--- config.mk ---
export PLATFORM = sky130hd
export DESIGN_NAME = fetch_unit_flat
export DESIGN_NICKNAME = d
export VERILOG_FILES = /design/src/rtl/fetch_if.sv /design/src/rtl/fetch_unit.sv /design/src/flat_wrapper.sv
export SDC_FILE = /design/constraint.sdc
export NUM_CORES = 1
export LEC_CHECK = 0
export CAP_MARGIN = 0
export CORE_MARGIN = 2
export CORE_UTILIZATION = 60
export DETAILED_ROUTE_END_ITERATION = 16
export GPL_ROUTABILITY_DRIVEN = 1
export HOLD_SLACK_MARGIN = 0.12
export PLACE_DENSITY = 0.84
export SYNTH_ARGS = -nofsm -noshare
export SYNTH_HDL_FRONTEND = slang
export SYNTH_SLANG_ARGS = --single-unit
--- constraint.sdc ---
create_clock -name clk -period 16 [get_ports clk]
set_input_delay 3.2 -clock clk [delete_from_list [all_inputs] [get_ports clk]]
set_output_delay 3.2 -clock clk [all_outputs]
set_load 0.005 [all_outputs]
--- src/rtl/fetch_if.sv ---
// Fetch unit bus bundle: core redirect, instruction-memory req/ack and core-side valid/ready.
// master = fetch unit side, slave = memory/core environment side.
interface fetch_if;
  logic        redirect;
  logic [31:0] redirect_pc;
  logic        mem_req;
  logic [31:0] mem_addr;
  logic        mem_ack;
  logic [31:0] mem_rdata;
  logic        inst_valid;
  logic [31:0] inst;
  logic [31:0] inst_pc;
  logic        inst_ready;

  modport master (
    input  redirect, redirect_pc, mem_ack, mem_rdata, inst_ready,
    output mem_req, mem_addr, inst_valid, inst, inst_pc
  );

  modport slave (
    output redirect, redirect_pc, mem_ack, mem_rdata, inst_ready,
    input  mem_req, mem_addr, inst_valid, inst, inst_pc
  );
endinterface

--- src/rtl/fetch_unit.sv ---
// Instruction fetch stage: PC, req/ack memory reads, DEPTH-entry prefetch FIFO, redirect flush.
// Optional macro FETCH_BYPASS_EN: ack data goes straight to the core when the FIFO is empty.
module fetch_unit #(
  parameter int unsigned DEPTH    = 4,
  parameter logic [31:0] RESET_PC = 32'h0
) (
  input  logic     clk,
  input  logic     rst_n,
  fetch_if.master  bus
);

  localparam int unsigned AW = (DEPTH > 1) ? $clog2(DEPTH) : 1;
  localparam int unsigned CW = AW + 1;
  localparam logic [CW-1:0] FULL = CW'(DEPTH);

  typedef enum logic [1:0] {
    S_IDLE = 2'd0,
    S_REQ  = 2'd1,
    S_DROP = 2'd2
  } state_t;

  state_t        r_state;
  logic [31:0]   r_fetch_pc;
  logic [31:0]   r_mem_addr;
  logic          r_mem_req;
  logic [AW-1:0] r_wr_ptr;
  logic [AW-1:0] r_rd_ptr;
  logic [CW-1:0] r_count;
  logic          r_inst_valid;
  logic [31:0]   r_inst;
  logic [31:0]   r_inst_pc;
  logic [31:0]   r_fifo_pc   [DEPTH];
  logic [31:0]   r_fifo_data [DEPTH];

  state_t        w_state_nxt;
  logic [31:0]   w_fetch_pc_nxt;
  logic [31:0]   w_mem_addr_nxt;
  logic [31:0]   w_redirect_pc;
  logic          w_push;
  logic          w_pop;
  logic [CW-1:0] w_cnt_after_pop;
  logic [CW-1:0] w_cnt_nxt;
  logic [AW-1:0] w_rd_ptr_nxt;
  logic          w_head_valid;
  logic [31:0]   w_head_data;
  logic [31:0]   w_head_pc;
`ifdef FETCH_BYPASS_EN
  logic          w_bypass;
`endif

  assign w_redirect_pc   = bus.redirect_pc & ~32'h3;
  assign w_pop           = r_inst_valid & bus.inst_ready;
  assign w_cnt_after_pop = r_count - CW'(w_pop);
  assign w_rd_ptr_nxt    = r_rd_ptr + AW'(w_pop);

  // Next-state, next fetch PC, push decision and next request address
  always_comb begin
    w_state_nxt    = r_state;
    w_fetch_pc_nxt = r_fetch_pc;
    w_push         = 1'b0;
    w_cnt_nxt      = w_cnt_after_pop;
`ifdef FETCH_BYPASS_EN
    w_bypass       = 1'b0;
`endif
    unique case (r_state)
      S_IDLE: begin
        if (bus.redirect) begin
          w_fetch_pc_nxt = w_redirect_pc;
          w_state_nxt    = S_REQ;
        end else if (w_cnt_after_pop < FULL) begin
          w_state_nxt = S_REQ;
        end
      end
      S_REQ: begin
        if (bus.redirect) begin
          w_fetch_pc_nxt = w_redirect_pc;
          w_state_nxt    = bus.mem_ack ? S_REQ : S_DROP;
        end else if (bus.mem_ack) begin
          w_fetch_pc_nxt = r_fetch_pc + 32'd4;
`ifdef FETCH_BYPASS_EN
          w_bypass = (r_count == '0);
          w_push   = ~(w_bypass & bus.inst_ready);
`else
          w_push   = 1'b1;
`endif
          w_cnt_nxt   = w_cnt_after_pop + CW'(w_push);
          w_state_nxt = (w_cnt_nxt < FULL) ? S_REQ : S_IDLE;
        end
      end
      S_DROP: begin
        if (bus.redirect) begin
          w_fetch_pc_nxt = w_redirect_pc;
          w_state_nxt    = bus.mem_ack ? S_REQ : S_DROP;
        end else if (bus.mem_ack) begin
          w_state_nxt = S_IDLE;
        end
      end
      default: w_state_nxt = S_IDLE;
    endcase
    if (bus.redirect) begin
      w_cnt_nxt = '0;
    end
    // An outstanding request keeps its address until acknowledged, even across a redirect
    if ((r_state != S_IDLE) && !bus.mem_ack) begin
      w_mem_addr_nxt = r_mem_addr;
    end else begin
      w_mem_addr_nxt = w_fetch_pc_nxt;
    end
  end

  // Head of the FIFO as it will look next cycle, so core outputs come straight from flops
  always_comb begin
    w_head_valid = 1'b0;
    w_head_data  = '0;
    w_head_pc    = '0;
    if (!bus.redirect) begin
      if (w_cnt_after_pop == '0) begin
        if (w_push) begin
          w_head_valid = 1'b1;
          w_head_data  = bus.mem_rdata;
          w_head_pc    = r_fetch_pc;
        end
      end else begin
        w_head_valid = 1'b1;
        w_head_data  = r_fifo_data[w_rd_ptr_nxt];
        w_head_pc    = r_fifo_pc[w_rd_ptr_nxt];
      end
    end
  end

  always_ff @(posedge clk or negedge rst_n) begin
    if (!rst_n) begin
      r_state      <= S_IDLE;
      r_fetch_pc   <= RESET_PC;
      r_mem_addr   <= RESET_PC;
      r_mem_req    <= 1'b0;
      r_wr_ptr     <= '0;
      r_rd_ptr     <= '0;
      r_count      <= '0;
      r_inst_valid <= 1'b0;
      r_inst       <= '0;
      r_inst_pc    <= '0;
    end else begin
      r_state      <= w_state_nxt;
      r_fetch_pc   <= w_fetch_pc_nxt;
      r_mem_addr   <= w_mem_addr_nxt;
      r_mem_req    <= (w_state_nxt != S_IDLE);
      r_count      <= w_cnt_nxt;
      r_inst_valid <= w_head_valid;
      r_inst       <= w_head_data;
      r_inst_pc    <= w_head_pc;
      if (bus.redirect) begin
        r_wr_ptr <= '0;
        r_rd_ptr <= '0;
      end else begin
        r_wr_ptr <= r_wr_ptr + AW'(w_push);
        r_rd_ptr <= w_rd_ptr_nxt;
      end
    end
  end

  // Storage needs no reset: entries are only read once counted valid
  always_ff @(posedge clk) begin
    if (w_push) begin
      r_fifo_pc[r_wr_ptr]   <= r_fetch_pc;
      r_fifo_data[r_wr_ptr] <= bus.mem_rdata;
    end
  end

  assign bus.mem_req  = r_mem_req;
  assign bus.mem_addr = r_mem_addr;
`ifdef FETCH_BYPASS_EN
  assign bus.inst_valid = r_inst_valid | w_bypass;
  assign bus.inst       = w_bypass ? bus.mem_rdata : r_inst;
  assign bus.inst_pc    = w_bypass ? r_fetch_pc : r_inst_pc;
`else
  assign bus.inst_valid = r_inst_valid;
  assign bus.inst       = r_inst;
  assign bus.inst_pc    = r_inst_pc;
`endif

endmodule
--- src/flat_wrapper.sv ---
// flat-port wrapper written by rule: the top's interface ports become plain ports
module fetch_unit_flat 
#(
  parameter int unsigned DEPTH    = 4,
  parameter logic [31:0] RESET_PC = 32'h0
)
  (clk, rst_n, bus_redirect, bus_redirect_pc, bus_mem_ack, bus_mem_rdata, bus_inst_ready, bus_mem_req, bus_mem_addr, bus_inst_valid, bus_inst, bus_inst_pc);
  fetch_if bus_i ();
  input  logic clk;
  input  logic rst_n;
  input wire logic [$bits(bus_i.redirect)-1:0] bus_redirect;
  input wire logic [$bits(bus_i.redirect_pc)-1:0] bus_redirect_pc;
  input wire logic [$bits(bus_i.mem_ack)-1:0] bus_mem_ack;
  input wire logic [$bits(bus_i.mem_rdata)-1:0] bus_mem_rdata;
  input wire logic [$bits(bus_i.inst_ready)-1:0] bus_inst_ready;
  output wire logic [$bits(bus_i.mem_req)-1:0] bus_mem_req;
  output wire logic [$bits(bus_i.mem_addr)-1:0] bus_mem_addr;
  output wire logic [$bits(bus_i.inst_valid)-1:0] bus_inst_valid;
  output wire logic [$bits(bus_i.inst)-1:0] bus_inst;
  output wire logic [$bits(bus_i.inst_pc)-1:0] bus_inst_pc;
  assign bus_i.redirect = bus_redirect;
  assign bus_i.redirect_pc = bus_redirect_pc;
  assign bus_i.mem_ack = bus_mem_ack;
  assign bus_i.mem_rdata = bus_mem_rdata;
  assign bus_i.inst_ready = bus_inst_ready;
  assign bus_mem_req = bus_i.mem_req;
  assign bus_mem_addr = bus_i.mem_addr;
  assign bus_inst_valid = bus_i.inst_valid;
  assign bus_inst = bus_i.inst;
  assign bus_inst_pc = bus_i.inst_pc;
  fetch_unit #(.DEPTH(DEPTH), .RESET_PC(RESET_PC)) u_core (.clk(clk), .rst_n(rst_n), .bus(bus_i));
endmodule
==> impl_metrics.env <==
export IMPL_totalNegativeSetupSlack_ns=0
export IMPL_via_per_inst=6.485
export IMPL_place_port_buffers=164
export IMPL_drcViolationCount=0
export IMPL_totalWireLength_um=38630
export IMPL_dp_cells=1530
export IMPL_yosys_area_top_type_share=0.4758
export IMPL_worstPathRequired_ns=16.15
export IMPL_detailedPlace_worstSlack_ns=9.125
export IMPL_synth_area_leaders="sky130_fd_sc_hd__edfxtp_1, sky130_fd_sc_hd__dfrtp_1, sky130_fd_sc_hd__mux4_2, sky130_fd_sc_hd__nand2_1, sky130_fd_sc_hd__a21oi_1"
export IMPL_cts_root_to_sink_buffers=3
export IMPL_drive_above_1_share=0.1452
export IMPL_grt_max_degree=75
export IMPL_cts_hold_buf=0
export IMPL_synth_ff_latch_count=395
export IMPL_hold_path_class="flip-flop to flip-flop"
export IMPL_wire_per_inst_um=24.13
export IMPL_grt_use_total=0.2767
export IMPL_worst_hold_path_num_cells=1
export IMPL_ys_warn_count=0
export IMPL_final_setup_worst_slack_ns=9.652
export IMPL_synth_async_reset_ratio=0.3519
export IMPL_coreArea_um2=26730
export IMPL_criticalPathCategory="input pin to flip-flop"
export IMPL_clk_transition_reported_paths_ns=0.06
export IMPL_worstSkewPairLatency_ns=0.53
export IMPL_insertedDiodeCount=0
export IMPL_crit_path_top_delay_cell="sky130_fd_sc_hd__clkdlybuf4s50_1"
export IMPL_detail_route_iter0_violations=1184
export IMPL_vdd_drop_max_v=0.0001436
export IMPL_synth_net_count=1168
export IMPL_finalHoldViolations=0
export IMPL_synth_most_common_cell="sky130_fd_sc_hd__edfxtp_1"
export IMPL_root_buffer="sky130_fd_sc_hd__clkbuf_16"
export IMPL_critPathMaxFanout=34
export IMPL_synth_distinct_cells=73
export IMPL_remaining_overflow_grt=0
export IMPL_synth_top_cells_by_count="sky130_fd_sc_hd__edfxtp_1, sky130_fd_sc_hd__dfrtp_1, sky130_fd_sc_hd__nand2_1"
export IMPL_report_final_slew_viol_count=0
export IMPL_postCtsSetupRepairBufs=0
export IMPL_gp_congestion=0.9138
export IMPL_min_period_ns=6.348
export IMPL_r2r_worst_path_cells=7
export IMPL_setup_viol_count_final=0
export IMPL_cpLargestDelayFamily="simple AND/OR/NAND/NOR gates"
export IMPL_dominantRegCellSynth="sky130_fd_sc_hd__edfxtp_1"
export IMPL_cts_made_buffers=39
export IMPL_synth_sequential_area_ratio=0.6910
export IMPL_fmax_mhz=157.5
export IMPL_crit_path_cell_trace="clkdlybuf4s50_1, nand2_1, nor2_1, nand2_1, nor2_4, buf_4"
export IMPL_ctsHtreeMaxLevel=2
export IMPL_power_density_nw_per_um2=175.0
export IMPL_floorplan_initialDensity=0.6046
export IMPL_clock_skew_final_ns=0.02197
export IMPL_actual_slew_at_the_worst_max_slew_pin_ns=1.065
export IMPL_crit_path_max_incr_delay_ns=0.89
export IMPL_rsz0062_at_grt="false"
export IMPL_syn_to_final_growth_pct=19.51
export IMPL_synthCells=1092
export IMPL_tritoncts="built"
export IMPL_critical_path_endpoint_type="flip-flop"
export IMPL_outcome="complete, no violations"
export IMPL_worst_path_buf_inv=2
export IMPL_first_pass_iters=5
export IMPL_die_width_um=168.1
export IMPL_grt_pass1_wl_um=59570
export IMPL_fp_dieH_um=168.1
export IMPL_drv_cap=0
export IMPL_synth_edff_count=256
export IMPL_total_power_mw=3.380
export IMPL_slew_headroom=0.2880
export IMPL_die_area_um2=28260
export IMPL_finish_net_count=1306
export IMPL_ctsResizeCount=0
export IMPL_critical_path_top_cell_by_count="sky130_fd_sc_hd__nand2_1"
export IMPL_critPathLaunchType="input pin"
export IMPL_hpwl_um=22800
export IMPL_grt_antenna_before_repair=0
export IMPL_cp_arrival_ns=6.50
export IMPL_via_count_of_the_routed_design=10380
export IMPL_post_synth_cell_area_avg_um2=14.80
export IMPL_mappedNetlistArea_um2=16160
export IMPL_ant_nets=0
export IMPL_number_of_global_route_vias_before_repair=10510
export IMPL_pin_count=167
export IMPL_num_clock_sinks=395
export IMPL_layoutNonFillerInstCount=1601
export IMPL_cp_depth=6
export IMPL_placement_rows=60
export IMPL_static_leakage_power_nw=6.835
export IMPL_synth_largest_area_cell="sky130_fd_sc_hd__edfxtp_1"
export IMPL_final_cycle_share=0.3968
## registers in the layout, indices dropped and copies added, names as in the netlist, 3 cells and up
name	count
u_core.r_fifo_pc	128
u_core.r_fifo_data	128
u_core.bus.inst	32
u_core.bus.mem_addr	32
u_core.r_fetch_pc	32
u_core.bus.inst_pc	32
u_core.r_count	3
## path summary, 6_finish.rpt
kind,slack [ns],endpoint,startpoint
hold / removal,0.50,u_core.bus.mem_addr[15]$_DFFE_PN0N_,u_core.bus.mem_addr[15]$_DFFE_PN0N_
setup / recovery,9.65,u_core.r_fifo_data[1][27]$_DFFE_PP_,bus_mem_ack
max in group asynchronous,11.86,u_core.bus.inst[26]$_DFF_PN0_,rst_n
hold reg to reg,0.50,u_core.bus.mem_addr[15]$_DFFE_PN0N_,u_core.bus.mem_addr[15]$_DFFE_PN0N_
setup reg to reg,11.71,u_core.r_fifo_data[1][27]$_DFFE_PP_,u_core.r_state[0]$_DFF_PN0_
min in group asynchronous,2.68,u_core.bus.inst[5]$_DFF_PN0_,rst_n
## layout make-up
cell class / count / area, um2
clock buffers: 60 / 1137
repair buffers: 180 / 1760
clock inverters: 11 / 106.4
well taps: 341 / 426.7
inverters: 12 / 45.04
fillers: 1690 / 7415
multi-input cells: 602 / 4669
flip-flops and latches: 395 / 11170
## cell usage in the layout, fill, tap and decap left out, drive strengths merged, types with 6 or more instances in the layout
master	n
dfrtp	139
mux2	13
a21oi	78
a22oi	6
o21ai	11
a221oi	6
clkbuf	60
nand2	129
o22ai	12
a211oi	10
nor4	10
a311oi	6
nand3	75
mux2i	6
buf	18
and2	9
inv	13
nand4	16
edfxtp	256
clkinv	8
ha	7
nor3	12
mux4	64
nor2	46
clkdlybuf4s50	162
## worst register-to-register path, cell delays in order (launching register included)
cell and delay (ns):
sky130_fd_sc_hd__dfrtp_1 0.34, sky130_fd_sc_hd__buf_4 0.34, sky130_fd_sc_hd__nor2b_1 0.82, sky130_fd_sc_hd__nand2_1 0.26, sky130_fd_sc_hd__nor2_1 0.50, sky130_fd_sc_hd__nand2_1 0.19
sky130_fd_sc_hd__nor2_4 0.84, sky130_fd_sc_hd__buf_4 0.60
## metal layers
layer,routed length [um],part of all wire,GRT usage
met1,15240,0.39,0.3840
met2,19050,0.49,0.4562
met3,3268,0.085,0.04772
met4,1071,0.028,0.08958
met5,0,0,0
## power breakdown
group	leakage, nW	switching, mW	internal (mW)
sequential	4.05	0.140	1.28
combinational	2.18	0.581	0.493
clock	0.604	0.365	0.523
## cell families after synthesis
family | count (synthesis) | synth area share
xor+xnor | 7 | 0.003794
buf+inv | 95 | 0.02439
simple gates | 325 | 0.09881
flops | 395 | 0.6910
mux | 83 | 0.1022
compound gates | 180 | 0.07434
fa+ha+maj | 7 | 0.005420
## metrics by stage
stage | hold slack [ns] | area, um2 | util
4_1_cts | 0.5008 | 19310 | 0.7226
6_report | 0.4969 | 19310 | 0.7226
3_3_place_gp | 0.4830 | 18070 | 0.6760
2_1_floorplan | 0.4628 | 16160 | -
5_1_grt | 0.5138 | 19310 | 0.7226
3_5_place_dp | 0.4827 | 18070 | 0.6760
(Power assumes the default switching activity.)
